## config.mk

```make
export PLATFORM = sky130hd
export DESIGN_NAME = bs_result_collector
export DESIGN_NICKNAME = d
export VERILOG_FILES = /design/src/rtl/bs_result_collector_pkg.sv /design/src/rtl/bs_result_fifo.sv /design/src/rtl/bs_result_collector.sv
export SDC_FILE = /design/constraint.sdc
export NUM_CORES = 1
export LEC_CHECK = 0
export CORE_MARGIN = 2
export CORE_UTILIZATION = 52
export CTS_BUF_LIST = sky130_fd_sc_hd__clkbuf_16
export CTS_CLUSTER_DIAMETER = 100
export DETAILED_ROUTE_END_ITERATION = 8
export GPL_TIMING_DRIVEN = 0
export MAX_ROUTING_LAYER = met4
export PLACE_DENSITY = 0.84
export SLEW_MARGIN = 30
export SYNTH_ARGS = -nofsm -noshare
export SYNTH_HDL_FRONTEND = slang
export SYNTH_SLANG_ARGS = --single-unit
```

## constraint.sdc

```tcl
create_clock -name clock -period 9.3 [get_ports clock]
set_input_delay 1.86 -clock clock [delete_from_list [all_inputs] [get_ports clock]]
set_output_delay 1.86 -clock clock [all_outputs]
set_load 0.02 [all_outputs]
```

## src/rtl/bs_result_collector_pkg.sv

```systemverilog
`default_nettype none
//------------------------------------------------------------------------------
// Module : bs_result_collector_pkg
// Desc   : Shared Black-Scholes defaults, collector FSM encoding, index helper.
// Rev    : 1.0
//------------------------------------------------------------------------------
package bs_result_collector_pkg;

   localparam int BS_BSMODS_DEFAULT = 4;
   localparam int BS_DATA_W_DEFAULT = 32;

   typedef enum logic [1:0] {
      ST_IDLE    = 2'd0,
      ST_SERVE   = 2'd1,
      ST_BLOCKED = 2'd2
   } bs_coll_state_e;

   // Index width that never collapses to zero bits for single-entry cases.
   function automatic int bs_idx_w(input int n);
      return (n > 1) ? $clog2(n) : 1;
   endfunction

endpackage
`default_nettype wire

```

## src/rtl/bs_result_fifo.sv

```systemverilog
`default_nettype none
//------------------------------------------------------------------------------
// Module : bs_result_fifo
// Desc   : First-word-fall-through FIFO with flush; power-of-two depth.
// Rev    : 1.0
//------------------------------------------------------------------------------
module bs_result_fifo
   import bs_result_collector_pkg::*;
#(
   parameter int DEPTH = 8,
   parameter int WIDTH = 34
) (
   input  logic             clk_i,
   input  logic             rst_ni,
   input  logic             flush_i,
   input  logic             push_i,
   input  logic [WIDTH-1:0] data_i,
   input  logic             pop_i,
   output logic             valid_o,
   output logic [WIDTH-1:0] data_o,
   output logic             full_o
);

   localparam int             PTR_W    = bs_idx_w(DEPTH);
   localparam logic [PTR_W:0] FULL_CNT = DEPTH;
   localparam logic [PTR_W:0] CNT_ONE  = 1;
   localparam logic [PTR_W-1:0] PTR_ONE = 1;

   logic [WIDTH-1:0] mem_q [DEPTH];
   logic [PTR_W-1:0] wr_ptr_q;
   logic [PTR_W-1:0] rd_ptr_q;
   logic [PTR_W:0]   count_q;
   logic [PTR_W:0]   count_d;
   logic             do_push;
   logic             do_pop;

   assign valid_o = (count_q != '0);
   assign full_o  = (count_q == FULL_CNT);
   assign do_pop  = pop_i & valid_o & ~flush_i;
   // A push into a full FIFO is legal only when the head leaves this cycle.
   assign do_push = push_i & (~full_o | do_pop) & ~flush_i;
   assign data_o  = valid_o ? mem_q[rd_ptr_q] : '0;

   always_comb begin
      count_d = count_q;
      if (do_push && !do_pop) begin
         count_d = count_q + CNT_ONE;
      end else if (!do_push && do_pop) begin
         count_d = count_q - CNT_ONE;
      end
   end

   always_ff @(posedge clk_i) begin
      if (do_push) begin
         mem_q[wr_ptr_q] <= data_i;
      end
   end

   always_ff @(posedge clk_i or negedge rst_ni) begin
      if (!rst_ni) begin
         wr_ptr_q <= '0;
         rd_ptr_q <= '0;
         count_q  <= '0;
      end else if (flush_i) begin
         wr_ptr_q <= '0;
         rd_ptr_q <= '0;
         count_q  <= '0;
      end else begin
         if (do_push) begin
            wr_ptr_q <= wr_ptr_q + PTR_ONE;
         end
         if (do_pop) begin
            rd_ptr_q <= rd_ptr_q + PTR_ONE;
         end
         count_q <= count_d;
      end
   end

endmodule
`default_nettype wire

```

## src/rtl/bs_result_collector.sv

```systemverilog
`default_nettype none
//------------------------------------------------------------------------------
// Module : bs_result_collector
// Desc   : Round-robin collector of Black-Scholes results into an output FIFO.
//          Define BS_COLLECTOR_STATS_EN to build the result/stall counters.
// Rev    : 1.0
//------------------------------------------------------------------------------
module bs_result_collector
   import bs_result_collector_pkg::*;
#(
   parameter int  BSMODS     = BS_BSMODS_DEFAULT,
   parameter int  DATA_W     = BS_DATA_W_DEFAULT,
   parameter int  FIFO_DEPTH = 8,
   localparam int ID_W       = bs_idx_w(BSMODS)
) (
   input  logic                     clock,
   input  logic                     reset,
   input  logic [BSMODS-1:0]        BS_DONE,
   input  logic [BSMODS*DATA_W-1:0] bs_result,
   output logic [BSMODS-1:0]        result_ack,
   input  logic                     flush,
   output logic                     out_valid,
   input  logic                     out_ready,
   output logic [DATA_W-1:0]        out_data,
   output logic [ID_W-1:0]          out_id,
   output logic                     fifo_full,
   output logic [15:0]              result_count,
   output logic [15:0]              stall_count
);

   localparam int ENT_W = ID_W + DATA_W;

   bs_coll_state_e    state_q;
   logic [ID_W-1:0]   last_grant_q;
   logic [BSMODS-1:0] ack_mask_q;
   logic [BSMODS-1:0] pending;
   logic [ID_W-1:0]   cand;
   logic [ID_W-1:0]   grant_idx;
   logic              grant_found;
   logic              grant;
   logic              pop;
   logic              fifo_valid;
   logic [ENT_W-1:0]  head;
   logic [DATA_W-1:0] res_arr [BSMODS];

   for (genvar i = 0; i < BSMODS; i++) begin : g_unpack
      assign res_arr[i] = bs_result[i*DATA_W +: DATA_W];
   end

   assign pending   = BS_DONE & ~ack_mask_q;
   assign out_valid = fifo_valid & ~flush;
   assign pop       = out_valid & out_ready;

   // Walk downward so the nearest index after last_grant wins the final write.
   always_comb begin
      cand        = '0;
      grant_idx   = '0;
      grant_found = 1'b0;
      for (int k = BSMODS; k >= 1; k--) begin
         cand = ID_W'((int'(last_grant_q) + k) % BSMODS);
         if (pending[cand]) begin
            grant_found = 1'b1;
            grant_idx   = cand;
         end
      end
   end

   assign grant = grant_found & (~fifo_full | pop) & ~flush & reset;

   always_comb begin
      result_ack = '0;
      if (grant) begin
         result_ack[grant_idx] = 1'b1;
      end
   end

   bs_result_fifo #(
      .DEPTH (FIFO_DEPTH),
      .WIDTH (ENT_W)
   ) u_fifo (
      .clk_i   (clock),
      .rst_ni  (reset),
      .flush_i (flush),
      .push_i  (grant),
      .data_i  ({grant_idx, res_arr[grant_idx]}),
      .pop_i   (pop),
      .valid_o (fifo_valid),
      .data_o  (head),
      .full_o  (fifo_full)
   );

   assign out_id   = head[ENT_W-1 -: ID_W];
   assign out_data = head[DATA_W-1:0];

   always_ff @(posedge clock or negedge reset) begin
      if (!reset) begin
         state_q      <= ST_IDLE;
         last_grant_q <= ID_W'(BSMODS - 1);
         ack_mask_q   <= '0;
      end else begin
         ack_mask_q <= result_ack;
         if (grant) begin
            last_grant_q <= grant_idx;
         end
         if (flush || pending == '0) begin
            state_q <= ST_IDLE;
         end else begin
            case (state_q)
               ST_IDLE:    state_q <= (fifo_full && !pop) ? ST_BLOCKED : ST_SERVE;
               ST_SERVE:   if (fifo_full && !pop) state_q <= ST_BLOCKED;
               ST_BLOCKED: if (pop) state_q <= ST_SERVE;
               default:    state_q <= ST_IDLE;
            endcase
         end
      end
   end

`ifdef BS_COLLECTOR_STATS_EN
   logic [15:0] result_count_q;
   logic [15:0] stall_count_q;
   logic        stall;

   assign stall = (pending != '0) & fifo_full & ~pop & ~flush;

   always_ff @(posedge clock or negedge reset) begin
      if (!reset) begin
         result_count_q <= '0;
         stall_count_q  <= '0;
      end else if (flush) begin
         result_count_q <= '0;
         stall_count_q  <= '0;
      end else begin
         if (grant && result_count_q != 16'hFFFF) begin
            result_count_q <= result_count_q + 16'd1;
         end
         if (stall && stall_count_q != 16'hFFFF) begin
            stall_count_q <= stall_count_q + 16'd1;
         end
      end
   end

   assign result_count = result_count_q;
   assign stall_count  = stall_count_q;
`else
   assign result_count = '0;
   assign stall_count  = '0;
`endif

endmodule
`default_nettype wire

```

==> results_dict.tcl <==
set metrics [dict create \
    cts_buffer_depth 3 \
    grt_max_degree 19 \
    port_buffers 174 \
    hold_class "flip-flop to flip-flop" \
    synth_area_mm2 0.0130 \
    final_common_cell "edfxtp_1" \
    viasPerCell 6.27 \
    worstSkewPairLatency_ns 0.54 \
    hpwlAfterDp_um 25800 \
    whs_ns 0.503 \
    wl_um 36300 \
    async_flop_share_pct 5.56 \
    end_kind "primary output" \
    start_kind "input port" \
    die_y_um 162 \
    initial_core_util_pct 53.2 \
    nFillCells 1620 \
    crit_type "input port to primary output" \
    tightestPinTransition_ns 0.956 \
    wl_per_cell_um 25.6 \
    synth.area.top_cells "edfxtp_1 (63%), mux4_2 (12%), dfrtp_1 (2.7%)" \
    setup_violations 0 \
    final_max_slew_viol_count 0 \
    grt_pass1_vias 8815 \
    finClkSkew_ns 0.00924 \
    power.density_mw_per_mm2 284 \
    antenna_found_initial 0 \
    status "complete, no violations" \
    gp_congestion 0.859 \
    tritoncts "done" \
    drt_first_pass_iters 6 \
    cts-buffers-inserted 27 \
    slew_headroom_pct 36.1 \
    grt_usage_pct 28.2 \
    numClockSinks 288 \
    synth_edf_count 272 \
    cp.arrival_ns 4.79 \
    die_w_um 162 \
    post-cts-setup-buffers 0 \
    cts_resized 0 \
    drv_cap 0 \
    final_cells 1416 \
    syn_area_per_cell_um2 16.4 \
    dp_cells 1366 \
    htree_levels 1 \
    synth_top_area_cell "edfxtp_1" \
    core_area_mm2 0.0244 \
    drtAntennaViolNets 0 \
    cts-root-buf "clkbuf_16" \
    io_pins 208 \
    timing_hold_violations_final 0 \
    final_nets 1212 \
    hold_buffers 0 \
    leakagePower_uw 0.00547 \
    synthCells 792 \
    synth_ff_type "edfxtp_1" \
    drc 0 \
    peakVddDrop_v 0.000154 \
    max_freq_mhz 150 \
    layout-drive-gt1-share_pct 21.8 \
    rsz0062_at_grt "false" \
    grt_pass1_wl_um 52800 \
    finalCritPeriodShare_pct 71.5 \
    synth.ff_latch_count 288 \
    via_count 8876 \
    synthToLayoutAreaGrowth_pct 26.7 \
    path_clk_slew_ns 0.06 \
    grt_overflow 0 \
    drt_iter0_drc 1152 \
    antenna_cells 0 \
    critical_path.max_fanout 17 \
    dieArea_mm2 0.0262 \
    synth.top_cell.area_share_pct 63.0 \
    ys_types 55 \
    final_cell_mix "edfxtp_1 (272), clkdlybuf4s50_1 (174), o21ai_0 (68), mux4_2 (68), buf_4 (57)" \
    worstPathRequired_ns 7.44 \
    ys_seq_area_share_pct 66.1 \
    ys_warn_count 0 \
    min_period_ns 6.65 \
    num_rows 57 \
]
==> cells by family after synthesis <==
logic type	after synthesis	synth area share [%]
compound gates	151	8.18
xor+xnor	3	0.203
fa+ha+maj	5	0.540
buf+inv	107	4.75
flops	288	66.1
mux	103	14.5
other cells	1	0.0289
simple gates	134	5.70
==> state kept, by name, summed over array words and instances (netlist names) <==
signal and count:
u_fifo.mem_q 272, u_fifo.rd_ptr_q 3, u_fifo.wr_ptr_q 3, last_grant_q 2, u_fifo.count_q 4, ack_mask_q 4
==> report_power, final <==
group          switching (µW)  internal (µW)
registers                43.3           1740
clock network             458            581
logic                    1140            716
==> path summary, 6_finish.rpt <==
| check | startpoint | cells past startpoint | slack (ns) | endpoint |
|---|---|---|---|---|
| setup reg to reg | ack_mask_q[1] | 8 | 6.27 | u_fifo.mem_q[5][21] |
| min in group asynchronous | reset | 1 | 1.79 | u_fifo.count_q[3] |
| hold reg to reg | last_grant_q[0] | 2 | 0.50 | last_grant_q[0] |
| setup / recovery | reset | 7 | 2.65 | result_ack[1] |
| max in group asynchronous | reset | 1 | 7.00 | u_fifo.rd_ptr_q[0] |
| hold / removal | last_grant_q[0] | 2 | 0.50 | last_grant_q[0] |
==> cell type report <==
cell class	instances	area (µm²)	area share (%)
multi-input combinational	428	3950	24.1
sequential	288	8570	52.2
buffer	101	593	3.61
timing repair buffer	219	2050	12.5
inverter	6	22.5	0.137
clock buffer	27	676	4.11
tap	324	405	2.47
clock inverter	23	155	0.944
==> stage by stage <==
| stage | utilization, % | power [µW] | area (µm²) | setup TNS [ns] | setup WS (ns) |
|---|---|---|---|---|---|
| 2_1_floorplan | - | 2890 | 13100 | 0 | 2.67 |
| 3_3_place_gp | 62.5 | 3550 | 15200 | -154.46 | -1.82 |
| 3_5_place_dp | 63.9 | 3620 | 15600 | 0 | 2.65 |
| 4_1_cts | 67.4 | 4650 | 16400 | 0 | 2.63 |
| 5_1_grt | 67.4 | 4840 | 16400 | 0 | 2.43 |
| 6_report | 67.4 | 4670 | 16400 | 0 | 2.65 |
==> worst max-delay path, cell delays in order <==
cell,delay (ns)
clkdlybuf4s50_1,1.00
nor2b_1,0.34
o41a_2,0.28
nand2_2,0.13
buf_4,0.20
nor3_1,0.30
clkdlybuf4s50_1,0.67
==> metal layers <==
layer	vias to the layer above	track usage [%]	wire length (µm)
met4	0	11.9	1560
li1	3758	-	-
met1	4309	34.5	12300
met5	-	-	0
met3	122	6.26	4520
met2	687	45.9	17900
==> synth_stat cells (all sizes together), types with 3 or more instances <==
library cell	count
mux4	68
nor3	8
a21oi	5
nor2	41
a41oi	32
nand2b	3
ha	4
inv	6
nor2b	5
nand3b	4
a32oi	33
a211o	3
nand4	32
mux2i	35
dfrtp	14
buf	66
o21ai	69
edfxtp	272
nand2	16
nand3	9
clkbuf	35
and2	3
Note: power is estimated with default switching activity, not from simulation.
